--- src/rtl/terminal_reader_pkg.sv ---
// terminal_pkg: shared terminal grid geometry, ASCII codes and reader state type
package terminal_pkg;
  localparam int TERM_WIDTH = 76;
  localparam int TERM_HEIGHT = 44;
  localparam int TERM_STATUS_ROW = 42;
  localparam logic [7:0] ASCII_NL = 8'd10;
  localparam logic [7:0] ASCII_SPACE = 8'd32;
  localparam logic [7:0] ASCII_EOT = 8'h04;
  typedef enum logic [2:0] {IDLE, ISSUE, WAIT, EMIT, EOT, DONE} tr_state_t;
endpackage

--- src/rtl/terminal_reader_if.sv ---
// terminal_reader_if: ASCII byte stream; master = reader (char_out, char_valid_out), slave = consumer (char_ready_in)
interface terminal_reader_if;
  logic [7:0] char_out;
  logic char_valid_out;
  logic char_ready_in;
  modport master(output char_out, char_valid_out, input char_ready_in);
  modport slave(input char_out, char_valid_out, output char_ready_in);
endinterface

--- src/rtl/terminal_reader.sv ---
// terminal_reader: scans the text grid row-major and streams its bytes, then EOT
// Ports: pixel_clk_in/rst_in clock and sync reset; start_in begins a scan;
// tg_addr/tg_data grid read port; bus byte stream; busy_out scan active; done_out end pulse
module terminal_reader
  import terminal_pkg::*;
#(
  parameter int SCREEN_WIDTH = TERM_WIDTH,
  parameter int SCREEN_HEIGHT = TERM_HEIGHT,
  parameter int STATUS_ROW = TERM_STATUS_ROW,
  parameter int READ_LATENCY = 2,
  localparam int AW = $clog2(SCREEN_WIDTH * SCREEN_HEIGHT)
) (
  input  logic pixel_clk_in,
  input  logic rst_in,
  input  logic start_in,
  output logic [AW-1:0] tg_addr,
  input  logic [7:0] tg_data,
  terminal_reader_if.master bus,
  output logic busy_out,
  output logic done_out
);
  localparam int XW = $clog2(SCREEN_WIDTH + 1);
  localparam int YW = $clog2(SCREEN_HEIGHT + 2);
  localparam int CW = $clog2(READ_LATENCY + 1);
  localparam logic [YW-1:0] Y0 = YW'(STATUS_ROW == 0 ? 1 : 0);
  tr_state_t state;
  logic [XW-1:0] x, nx;
  logic [YW-1:0] y, ny1, ny, nyy;
  logic [CW-1:0] cnt;
  logic nl, last;
  function automatic logic [AW-1:0] addr_of(input logic [YW-1:0] yy, input logic [XW-1:0] xx);
    return AW'(yy) * AW'(SCREEN_WIDTH) + AW'(xx);
  endfunction
  // next cell after the byte in char_out is accepted; a newline or row end skips to the next row
  always_comb begin
    nl = bus.char_out == ASCII_NL || x == XW'(SCREEN_WIDTH - 1);
    ny1 = y + YW'(1);
    ny = ny1 + YW'(ny1 == YW'(STATUS_ROW));
    nx = nl ? '0 : x + XW'(1);
    nyy = nl ? ny : y;
    last = nyy >= YW'(SCREEN_HEIGHT);
  end
  // tg_addr is loaded when entering ISSUE so the read is in flight from the ISSUE cycle;
  // the byte is then captured as the counter steps 1 -> 0, giving READ_LATENCY+2 cycles per byte
  always_ff @(posedge pixel_clk_in) begin
    if (rst_in) begin
      state <= IDLE;
      x <= '0;
      y <= '0;
      cnt <= '0;
      tg_addr <= '0;
      bus.char_out <= '0;
      bus.char_valid_out <= 1'b0;
      busy_out <= 1'b0;
      done_out <= 1'b0;
    end else begin
      case (state)
        IDLE: if (start_in) begin
          x <= '0;
          y <= Y0;
          tg_addr <= addr_of(Y0, '0);
          busy_out <= 1'b1;
          state <= ISSUE;
        end
        ISSUE: begin
          tg_addr <= addr_of(y, x);
          cnt <= CW'(READ_LATENCY);
          state <= WAIT;
        end
        WAIT: begin
          cnt <= cnt - CW'(1);
          if (cnt == CW'(1)) begin
            bus.char_out <= tg_data;
            bus.char_valid_out <= 1'b1;
            state <= EMIT;
          end
        end
        EMIT: if (bus.char_ready_in) begin
          bus.char_valid_out <= 1'b0;
          x <= nx;
          y <= nyy;
          tg_addr <= last ? tg_addr : addr_of(nyy, nx);
          state <= last ? EOT : ISSUE;
        end
        EOT: if (!bus.char_valid_out) begin
          bus.char_out <= ASCII_EOT;
          bus.char_valid_out <= 1'b1;
        end else if (bus.char_ready_in) begin
          bus.char_valid_out <= 1'b0;
          done_out <= 1'b1;
          busy_out <= 1'b0;
          state <= DONE;
        end
        DONE: begin
          done_out <= 1'b0;
          state <= IDLE;
        end
        default: state <= IDLE;
      endcase
    end
  end
endmodule
--- src/flat_wrapper.sv ---
// flat-port wrapper written by rule: the top's interface ports become plain ports
module terminal_reader_flat import terminal_pkg::*;
#(
  parameter int SCREEN_WIDTH = TERM_WIDTH,
  parameter int SCREEN_HEIGHT = TERM_HEIGHT,
  parameter int STATUS_ROW = TERM_STATUS_ROW,
  parameter int READ_LATENCY = 2,
  localparam int AW = $clog2(SCREEN_WIDTH * SCREEN_HEIGHT)
)
  (pixel_clk_in, rst_in, start_in, tg_addr, tg_data, busy_out, done_out, bus_char_out, bus_char_valid_out, bus_char_ready_in);
  terminal_reader_if bus_i ();
  input  logic pixel_clk_in;
  input  logic rst_in;
  input  logic start_in;
  output logic [AW-1:0] tg_addr;
  input  logic [7:0] tg_data;
  output logic busy_out;
  output logic done_out;
  output wire logic [$bits(bus_i.char_out)-1:0] bus_char_out;
  output wire logic [$bits(bus_i.char_valid_out)-1:0] bus_char_valid_out;
  input wire logic [$bits(bus_i.char_ready_in)-1:0] bus_char_ready_in;
  assign bus_char_out = bus_i.char_out;
  assign bus_char_valid_out = bus_i.char_valid_out;
  assign bus_i.char_ready_in = bus_char_ready_in;
  terminal_reader #(.SCREEN_WIDTH(SCREEN_WIDTH), .SCREEN_HEIGHT(SCREEN_HEIGHT), .STATUS_ROW(STATUS_ROW), .READ_LATENCY(READ_LATENCY)) u_core (.pixel_clk_in(pixel_clk_in), .rst_in(rst_in), .start_in(start_in), .tg_addr(tg_addr), .tg_data(tg_data), .bus(bus_i), .busy_out(busy_out), .done_out(done_out));
endmodule
--- config.mk ---
export PLATFORM = sky130hd
export DESIGN_NAME = terminal_reader_flat
export DESIGN_NICKNAME = d
export VERILOG_FILES = /design/src/rtl/terminal_reader_pkg.sv /design/src/rtl/terminal_reader_if.sv /design/src/rtl/terminal_reader.sv /design/src/flat_wrapper.sv
export SDC_FILE = /design/constraint.sdc
export NUM_CORES = 1
export LEC_CHECK = 0
export CORE_MARGIN = 1
export CORE_UTILIZATION = 45
export CTS_CLUSTER_SIZE = 20
export DETAILED_ROUTE_END_ITERATION = 10
export PLACE_DENSITY_LB_ADDON = 0.08
export SLEW_MARGIN = 20
export SYNTH_ARGS = -nofsm -noshare
export SYNTH_HDL_FRONTEND = slang
export SYNTH_SLANG_ARGS = --single-unit
--- constraint.sdc ---
create_clock -name pixel_clk_in -period 10.1 [get_ports pixel_clk_in]
set_input_delay 1.515 -clock pixel_clk_in [delete_from_list [all_inputs] [get_ports pixel_clk_in]]
set_output_delay 1.515 -clock pixel_clk_in [all_outputs]
set_load 0.02 [all_outputs]
==> Yosys cells after proc, flatten, opt, wreduce, memory -nomap -nowiden <==
Cells that the tools add are included.
{ "word_totals": {"reg_bits": 41, "input_bits": 12, "output_inout_bits": 23, "word_cells": 84} }
{ "op_classes": {"add_sub_neg": 6, "multipliers": 2, "magnitude_cmp": 1, "eq_ne": 16, "mux": 34, "reduce_logical": 16} }
{ "ops": {"columns": ["cell", "n"], "rows": [
  ["two-way mux 12 bit", 3],
  ["case mux 12 bit (3 select lines)", 1],
  ["adder 12 x 7 -> 12 bit", 2],
  ["two-way mux 7 bit", 3],
  ["multiplier 6 x 5 -> 10 bit, second input constant", 2],
  ["two-way mux 3 bit", 6],
  ["two-way mux 6 bit", 3],
  ["two-way mux 8 bit", 2],
  ["case mux 8 bit (2 select lines)", 1],
  ["case mux 3 bit (5 select lines)", 1],
  ["case mux 7 bit (2 select lines)", 1],
  ["case mux 6 bit (2 select lines)", 1],
  ["AND reduction 3 bit", 4],
  ["!= test 2 bit, second input constant", 5],
  ["nonzero test 2 bit", 5],
  ["== test 8 x 4 -> 1 bit, second input constant", 1],
  ["two-way mux 1 bit", 8],
  ["AND reduction 4 bit", 2],
  ["adder 7 x 1 -> 7 bit, second input constant", 1],
  ["== test 7 bit, second input constant", 1],
  ["adder 6 x 1 -> 6 bit", 1],
  ["adder 6 x 1 -> 6 bit, second input constant", 1],
  ["== test 3 x 2 -> 1 bit, second input constant", 2],
  ["== test 3 bit, second input constant", 2],
  ["other kinds (13)", 16]
]} }

==> Logic depth before layout (Yosys ltp) <==
{ "logic_depth": {"depth_word": 9, "ltp_mapped": 24, "ltp_nobuf": 24} }

==> Worst setup path after synthesis <==
OpenSTA, ideal clock, no wires.
{ "synth_timing": {"kind": "reg-to-reg", "from": "reg u_core.y[0]", "to": "reg u_core.tg_addr[11]", "setup_ns": 0.079, "arrival_time_ns": 4.761, "t_required_ns": 10.021, "setup_slack_ns": 5.260, "path_stages_with_launch": 24, "path_buffers": 0, "synth_period_minus_slack_ns": 4.840, "path_cell_list": "dfxtp_1 -> ha_1 -> nand2_1 -> xor2_1 -> nand4bb_1 -> nor2_1 -> ha_1 -> ha_1 -> o211ai_1 -> xnor2_1 -> o21ai_1 -> ha_1 -> inv_1 -> fa_1 -> inv_1 -> ha_1 -> nor2_1 -> a21oi_1 -> xor2_1 -> nand3_1 -> nor3_1 -> xnor3_1 -> o221a_1 -> nor3_1"} }
{ "synth_between": {"elab_chain_len": 9, "word_cells_on_any_way": 14, "classes_between": "4 x add/sub; 2 x mul; 1 x order compare; 2 x eq/ne; 4 x mux; 1 x reduce/logical"} }
{ "synth_lines": {"columns": ["element", "line", "source"], "rows": [
  ["from (decl)", "terminal_reader.sv:28", "logic [YW-1:0] y, ny1, ny, nyy;"],
  ["from (signal assigned)", "terminal_reader.sv:81", "y <= nyy;"],
  ["adder 6 x 1 -> 6 bit", "terminal_reader.sv:37", "ny1 = y + YW'(1);"],
  ["== test 6 bit", "terminal_reader.sv:38", "ny = ny1 + YW'(ny1 == YW'(STATUS_ROW));"],
  ["adder 6 x 1 -> 6 bit", "terminal_reader.sv:38", null],
  ["two-way mux 6 bit", "terminal_reader.sv:40", "nyy = nl ? ny : y;"],
  ["multiplier 6 x 5 -> 10 bit", "terminal_reader.sv:32", "return AW'(yy) * AW'(SCREEN_WIDTH) + AW'(xx);"],
  ["adder 12 x 7 -> 12 bit", "terminal_reader.sv:32", null],
  ["two-way mux 12 bit", "terminal_reader.sv:82", "tg_addr <= last ? tg_addr : addr_of(nyy, nx);"],
  ["two-way mux 12 bit", "terminal_reader.sv:78", "EMIT: if (bus.char_ready_in) begin"],
  ["case mux 12 bit (3 select lines)", "terminal_reader.sv:57", "case (state)"],
  ["to (signal assigned)", "terminal_reader.sv:61", "tg_addr <= addr_of(Y0, '0);"],
  ["to (signal assigned)", "terminal_reader.sv:66", "tg_addr <= addr_of(y, x);"],
  ["to (signal assigned)", "terminal_reader.sv:82", null],
  ["to (decl)", "terminal_reader.sv:16", "output logic [AW-1:0] tg_addr,"]
]} }
Parallel ways exist; a longest one is shown, timed or not. The select of a mux whose other input is x is not followed.
A chain may end at the register's enable or synchronous reset.

==> Final worst setup path <==
Same ends and word-level chain as after synthesis.

==> reports/results.tsv <==
metric	value	unit
status	completed	
required	10.34	ns
hold_depth	2	
async_reset_ff_share	0	%
mostFrequentLayoutCells	nor2_1, ha_1, dfxtp_1	
fin_area	4060	um^2
antenna_found_initial	0	
grt.overflow.total	0	
hold_viol	0	
max_freq	181	MHz
cts_tree	yes	
cp_slowest_cell	dfxtp_1	
cts_resized	0	
wl_per_cell	15.2	um
die_w	91.3	um
root_buffer	clkbuf_8	
synth.yosys.seq_area_share	22.9	%
fin_tns_setup	0	ns
vias	3086	
area_delta_synth_final	13.0	%
cts_sinks	41	
cp.arrival	5.76	ns
grt_max_degree	42	
path_common_cell	ha_1	
cts_inserted_buffers	5	
path_class	flip-flop to flip-flop	
diodes	0	
syn_area	3590	um^2
placedCellCount	554	
p_leak	1.68	nW
multi_input_area	2540	um^2
viasPerCell	5.49	
die-area	8340	um^2
ys_warn_count	0	
p_int	256	uW
drt.antenna.violating_nets	0	
seq_area	821	um^2
cp-start-kind	flip-flop	
synth_edf_count	0	
cts_hold_buf	0	
fp.coreArea	7730	um^2
maxSlewViolCount	0	
setup_viol	0	
drcViolationCount	0	
ys_types	58	
ioPinCount	35	
place_area	3970	um^2
rsz0062_at_grt	false	
p_comb_share	22.2	%
layout_min_cycle_time	5.52	ns
clockPowerShare	29.6	%
period_share	54.7	%
drtIter0Drc	136	
r2r-start	u_core.y[0]	
crit_path_cell_trace	ha_1 > nand2_1 > xor2_1 > nand4bb_1 > nor2_1 > ha_1 > ha_1 > o211ai_1 > xnor2_1 > o21ai_1 > ha_1 > inv_1 > fa_1 > inv_1 > ha_1 > nor2_1 > a21oi_1 > xor2_1 > nand3_1 > nor3_1 > xnor3_1 > o221a_1 > nor3_1	
syn_area_per_cell	8.21	um^2
power	379	uW
portBuffers	34	
relSlewSlack	25.7	%
min_to	u_core.bus.char_out[3]	
globalplace.congestion	0.882	
finalNonFillerCells	562	
r2r-end	u_core.tg_addr[11]	
cts_buffer_depth	2	
end_kind	flip-flop	
grt_pass1_vias	3034	
fillers	763	
wl	8530	um
drive_above_1_share	6.96	%
r2r_cells	23	
num_rows	32	
setup_slack	4.58	ns
hold_class	flip-flop to flip-flop	
pre_cts_ws	4.65	ns
finish.utilization	52.5	%
cts_max_level	2	
vdd.ir_drop.worst	0.0632	mV
slowest_delay	0.53	ns
netSwitchingPower	123	uW
ff2ff_setup_slack	4.58	ns
min-delay-start	u_core.bus.char_out[3]	
ys_ff_latch	41	
cap_violations	0	
worst_pin_slew	1.11	ns
hpwl	6590	um
cts_setup_buffers	0	
clock_skew	0.0107	ns
firstDrtPassIters	4	
ys.flop_type	dfxtp_1	
seqPwrFrac	48.2	%
clk_latency	0.31	ns
p_sw_share	32.4	%
initial_core_util	46.5	%
grt_pass1_wl	14500	um
nNetsFinal	524	
synth_nets	502	
fp.dieH	91.3	um
synth_cells	437	
clkTransAtPathRegs	0.09	ns
track_usage	21.8	%
powerDensity	93.5	nW/um^2
layout_commonest_cell	nor2_1	
critical_path.max_fanout	10	
finalHoldWorstSlack	0.467	ns
[worst max-delay path: cells and delay by family (launching register included)]
| family | cells | cell delay, ns |
|---|---|---|
| adders and majority gates | 6 | 1.76 |
| xor gates and xnor gates | 4 | 1.10 |
| and+or+nand+nor | 7 | 1.03 |
| AOI/OAI and AO/OA | 4 | 0.95 |
| DFF | 1 | 0.53 |
| buffers and inverters | 2 | 0.09 |
[layout make-up]
class	count	share of cell area (%)
clock buffer	6	1.79
clock inverter	2	0.370
inverter	34	3.15
multi-input combinational	342	62.7
sequential	41	20.2
tap	102	3.15
timing repair buffer	35	8.58
[cell usage after synthesis, types with 2 or more instances]
master / instances / share of area, %
nor2_1: 55 / 5.8
ha_1: 47 / 16
dfxtp_1: 41 / 23
inv_1: 33 / 3.5
a21oi_1: 28 / 3.9
nand2_1: 24 / 2.5
o21ai_0: 22 / 3.1
xnor2_1: 19 / 4.6
clkbuf_1: 16 / 1.7
nand3_1: 16 / 2.2
a22oi_1: 14 / 2.9
xor2_1: 14 / 3.4
nor3_1: 10 / 1.4
a211oi_2: 6 / 2.1
fa_1: 6 / 3.3
nand2b_1: 6 / 1.0
a211oi_1: 5 / 1.0
a21o_1: 4 / 0.84
and3_1: 4 / 0.70
nor2b_1: 4 / 0.70
o211ai_1: 4 / 0.84
o21bai_1: 4 / 0.84
o221a_2: 4 / 1.3
buf_6: 3 / 0.94
a211o_1: 2 / 0.49
a21boi_0: 2 / 0.42
a31oi_1: 2 / 0.35
a32oi_1: 2 / 0.49
and2_1: 2 / 0.35
nor3_2: 2 / 0.56
nor3b_1: 2 / 0.42
nor4_1: 2 / 0.35
o21a_1: 2 / 0.42
o22a_1: 2 / 0.49
o22ai_1: 2 / 0.35
or2_2: 2 / 0.35
or4b_4: 2 / 0.77
xnor3_1: 2 / 1.3
[power by group through the flow]
| stage | clock network (mW) | logic [mW] | registers [mW] |
|---|---|---|---|
| 2_1_floorplan | 0 | 0.0566 | 0.189 |
| 3_3_place_gp | 0 | 0.0841 | 0.186 |
| 3_5_place_dp | 0 | 0.0844 | 0.187 |
| 4_1_cts | 0.116 | 0.0847 | 0.183 |
| 5_1_grt | 0.121 | 0.0921 | 0.185 |
| 6_report | 0.112 | 0.0842 | 0.183 |
[logic make-up after synthesis]
group                      synth area share (%)
xor gates and xnor gates                   9.31
DFF                                        22.9
muxes                                     0.279
AOI/OAI and AO/OA                          22.4
buffers and inverters                      6.27
adders and majority gates                  19.7
and+or+nand+nor                            19.1
[registers in the layout (all words and copies together), names as in the netlist, 2 cells and up]
signal,count
u_core.bus.char_out,8
u_core.cnt,2
u_core.state,3
u_core.tg_addr,12
u_core.x,7
u_core.y,6
[layer usage]
layer | wire, um | global-route usage (%)
met1 | 4000 | 26.5
met2 | 4140 | 40.3
met3 | 310 | 3.02
met4 | 84 | 4.89
met5 | 0 | 0
[worst max path at each step]
stage           startpoint                  to  slack, ns
5_1_grt        u_core.y[0]  u_core.tg_addr[11]       4.14
3_5_place_dp   u_core.y[0]  u_core.tg_addr[11]       4.65
4_1_cts        u_core.y[0]  u_core.tg_addr[11]       4.62
3_3_place_gp   u_core.y[0]  u_core.tg_addr[11]       4.90
2_1_floorplan  u_core.y[0]  u_core.tg_addr[11]       5.26
6_report       u_core.y[0]  u_core.tg_addr[11]       4.58
Power figures use the tool's default switching activity.
